===== src/rtl/and2_arb_ctrl.sv =====
// rtl/and2_arb_ctrl.sv - 4-requester round-robin arbiter over one shared AND datapath, 1-slot response
// Optional per-requester grant counters: define AND2_ARB_CTRL_STATS_EN
module and2_arb_ctrl #(
   parameter int WIDTH = 8
) (
   input  logic               clk,
   input  logic               rst,
   input  logic [3:0]         req_valid,
   input  logic [4*WIDTH-1:0] req_a,
   input  logic [4*WIDTH-1:0] req_b,
   output logic [3:0]         req_ready,
   output logic               rsp_valid,
   output logic [1:0]         rsp_id,
   output logic [WIDTH-1:0]   rsp_y,
   input  logic               rsp_ready,
   output logic               busy
`ifdef AND2_ARB_CTRL_STATS_EN
   ,
   output logic [4*16-1:0]    grant_cnt
`endif
);

   logic [1:0]       last_grant;
   logic             slot_free;
   logic             gnt_found;
   logic [1:0]       gnt_idx;
   logic             transfer;
   logic [WIDTH-1:0] shared_y;

   assign slot_free = !rsp_valid || rsp_ready;

   // Search starts one past the last grant, so the pointer wraps 3 -> 0 naturally in 2 bits
   always_comb begin
      logic [1:0] cand;
      gnt_found = 1'b0;
      gnt_idx   = last_grant;
      cand      = last_grant;
      for (int k = 1; k <= 4; k++) begin
         cand = last_grant + 2'(k);
         if (!gnt_found && req_valid[cand]) begin
            gnt_found = 1'b1;
            gnt_idx   = cand;
         end
      end
   end

   assign req_ready = (!rst && slot_free && gnt_found) ? (4'b0001 << gnt_idx) : 4'b0000;
   assign transfer  = |req_ready;

   assign shared_y = req_a[gnt_idx*WIDTH +: WIDTH] & req_b[gnt_idx*WIDTH +: WIDTH];

   always_ff @(posedge clk) begin
      if (rst) begin
         rsp_valid  <= 1'b0;
         rsp_id     <= 2'd0;
         rsp_y      <= '0;
         last_grant <= 2'd3;
      end else if (transfer) begin
         rsp_valid  <= 1'b1;
         rsp_id     <= gnt_idx;
         rsp_y      <= shared_y;
         last_grant <= gnt_idx;
      end else if (rsp_valid && rsp_ready) begin
         rsp_valid  <= 1'b0;
      end
   end

   assign busy = rsp_valid;

`ifdef AND2_ARB_CTRL_STATS_EN
   always_ff @(posedge clk) begin
      if (rst) begin
         grant_cnt <= '0;
      end else if (transfer) begin
         grant_cnt[gnt_idx*16 +: 16] <= grant_cnt[gnt_idx*16 +: 16] + 16'd1;
      end
   end
`endif

endmodule


===== config.mk =====
export PLATFORM = sky130hd
export DESIGN_NAME = and2_arb_ctrl
export DESIGN_NICKNAME = d
export VERILOG_FILES = /design/src/rtl/and2_arb_ctrl.sv
export SDC_FILE = /design/constraint.sdc
export NUM_CORES = 1
export LEC_CHECK = 0
export CAP_MARGIN = 10
export CORE_MARGIN = 5
export CORE_UTILIZATION = 31
export DETAILED_ROUTE_END_ITERATION = 8
export PLACE_DENSITY_LB_ADDON = 0.05
export SETUP_SLACK_MARGIN = 0.3
export SLEW_MARGIN = 10
export SYNTH_ARGS = -nofsm -noshare
export SYNTH_HDL_FRONTEND = slang
export SYNTH_SLANG_ARGS = --single-unit

===== constraint.sdc =====
create_clock -name clk -period 2.3 [get_ports clk]
set_input_delay 0.46 -clock clk [delete_from_list [all_inputs] [get_ports clk]]
set_output_delay 0.46 -clock clk [all_outputs]
set_load 0.01 [all_outputs]

==> results by group, run 1 <==
Synthesis
  • Unique masters post-synth: 27
  • Sequential share of the synthesized area: 26.84%
  • Synth Net Count: 190
  • Synth top area cells: dfxtp_1 (27%), mux2i_1 (10%), nand2_1 (9.7%)
  • Ys flop type: dfxtp_1
  • Main combinational cell family by area after synthesis: simple AND/OR/NAND/NOR gates
  • Most common cell in the netlist: nand2_1
  • Synth Area in Adders: 0%
  • Leading area contributor after synthesis: dfxtp_1
  • Simple-Gate Fraction of Synth Area: 31.87%
  • Yosys top cell area share: 26.84%
  • Cell area after synthesis: 969.7 sq um
  • Number of synthesized flops with an enable pin: 0
  • Synth warn: 0
  • #FFs+latches synth: 13
  • Mux share of post-synthesis cell area: 10.32%
  • Syn Area/Cell: 8.149 sq um
  • XOR/XNOR Fraction of Synth Area: 0%
  • Synth Area in Compound Gates: 24.26%
  • Asr flop ratio synth: 0%
  • Mapped Cells: 119
  • Top cells by count, synth: nand2_1 (25), dfxtp_1 (13), mux2i_1 (10), a21oi_1 (9)

Global route
  • First-pass GRT wire length: 5913 microns
  • GRT Total Usage: 17.36%
  • Vias in the first global route: 1346
  • Initial antenna violation count: 0
  • Global route total overflow: 0
  • Largest net degree at the start of global routing: 17

Critical path
  • Crit-path leading delay family: simple AND/OR/NAND/NOR gates
  • Worst Path Required: 1840 ps
  • CP Cell Sequence: clkdlybuf4s15_2 -> nand3b_1 -> a31oi_4 -> nand2b_4 -> nor4_2 -> buf_2
  • CP Class: in -> out
  • Critical path peak fanout: 5
  • WP data arrival: 1590 ps
  • Crit path buffers/inverters: 2
  • Crit. End Element: output pin
  • Setup crit start kind: input pin
  • Slowest CP cell: clkdlybuf4s15_2
  • CP max stage delay: 250 ps

Clock network
  • Post-CTS Hold Fix Bufs: 0
  • CTS root buf: clkbuf_4
  • Clock slew seen by the registers of the worst setup and hold paths: 80 ps
  • Longest Clk Path Bufs: 2
  • CTS tree: yes
  • H-tree lvl count: 1
  • Num CTS Buffers: 3
  • Clock Sinks: 13
  • Clock latency on the worst-skew pair: 290 ps

STA
  • Max Freq: 488.3 MHz
  • Fin. Hold Viols: 0
  • Period Utilization, post-route: 89.04%
  • Worst Skew: 7.335 ps
  • Worst slew pin tran: 633.8 ps
  • Setup Viol. Count Final: 0
  • Max-slew violations: 0
  • Final min period: 2048 ps
  • Worst rel slew slack: 57.59%
  • Setup TNS: 0 ps
  • RSZ-0062 raised after global routing: true

Route
  • Routed WL: 3875 microns
  • Via count: 1302
  • Drt pass-1 iters: 4
  • DRC: 0
  • Vias per cell: 4.951
  • Routed Antenna Nets: 0
  • Initial drt markers: 37
  • DR WL/cell: 14.73 microns

Job
  • Max_cap viols: 0

Die
  • Rows: 20
  • Die W: 65.93 microns
  • I/O pins: 87
  • Initial Utilization: 32.02%
  • Core area: 3028 sq um
  • Die Y: 65.93 microns
  • Die area: 4347 sq um

Placement
  • RePlAce Congestion: 0.7382
  • Area after DPL: 1933 sq um
  • DP Wirelength: 3085 microns
  • I/O Buffers: 86

Cells and area
  • Design area: 2042 sq um
  • Layout net count: 291
  • Finished Core Util: 67.44%
  • N_diodes: 0
  • Fraction of layout cells with a size suffix above 1: 20.55%
  • Area growth syn-to-layout: 110.6%

Power
  • Pwr/cell area: 399.3 nW/um^2
  • Pleak: 0.0008261 uW
  • PnR Total Power: 815.4 uW
  • Peak VDD IR: 0.2169 mV

Hold path
  • Hold Crit Class: reg -> reg

Outcome
  • Status: finished, final reports clean
[cells in the final DEF (no fill, tap or decap), types with 3 or more instances in the layout]
cell type and n:
a21oi_1 9, a221o_1 7, buf_2 5, buf_4 18
clkbuf_4 3, clkdlybuf4s15_2 3, clkdlybuf4s50_1 76, dfxtp_1 11
mux2i_1 10, nand2_1 25, nor2_1 6, nor3_4 3
o311ai_0 8, or4_1 8
[through the flow]
stage               std cells  setup slack, ps  hold WS, ps
CTS                       263            288.5        499.6
global route              263            179.7        519.3
finish                    263            252.1        497.5
global placement          256           -417.7        470.4
detailed placement        256           -456.5        475.7
floorplan                 119            404.9        507.2
[sequential cells by signal, summed over array words and instances (netlist names)]
register,count
last_grant,2
rsp_y,8
busy,1
rsp_id,2
[logic make-up after synthesis]
group	Yosys count
and+or+nand+nor	58
AOI/OAI and AO/OA	30
DFF	13
muxes	10
buffers and inverters	8
[final timing paths]
| check | slack [ps] | cells past startpoint | start | endpoint |
|---|---|---|---|---|
| max | 250 | 6 | req_valid[3] | req_ready[0] |
| max reg2reg | 510 | 6 | last_grant[1] | rsp_y[2] |
| min reg2reg | 500 | 2 | rsp_id[0] | rsp_id[0] |
| min | 500 | 2 | rsp_id[0] | rsp_id[0] |
[repair_timing]
action,in CTS,in global routing
setup buffers,3,0
setup endpoints to repair,12,4
resized for setup,45,3
pin swaps,8,1
[tightest hold or removal path, stage by stage (launching register included)]
cell and delay, ps:
dfxtp_1 310, nor2_1 100, nor3_1 50
[power by group]
group	switching, uW	internal [uW]
clock network	83.5	67.5
registers	21.7	250
logic	145	248
total	250	565
[final cells by class]
cell class	instances	area [sq um]
Sequential cell	13	265.3
Multi-Input combinational cell	98	723.2
Tap cell	44	55.05
Clock buffer	4	26.28
Timing Repair Buffer	104	972.2
Fill cell	242	985.9
[routing by layer]
layer | vias up | track usage, % | wire (microns)
li1 | 655 | - | -
met1 | 591 | 19.06 | 1520
met2 | 51 | 31.54 | 1979
met3 | 5 | 6.633 | 350
met4 | 0 | 3.553 | 24
met5 | - | 0 | 0
Note: power is estimated with default switching activity, not from simulation.
==> run 2: changes to the inputs <==
SLEW_MARGIN = unset   (was 10)
==> results of run 2 <==
Same layout as run 1: the final DEF is identical, and so are final timing and power.
==> run 3: changes to the inputs <==
CTS_CLUSTER_DIAMETER = 40   (was unset)
==> results of run 3 <==
Same layout as run 1: the final DEF is identical, and so are final timing and power.
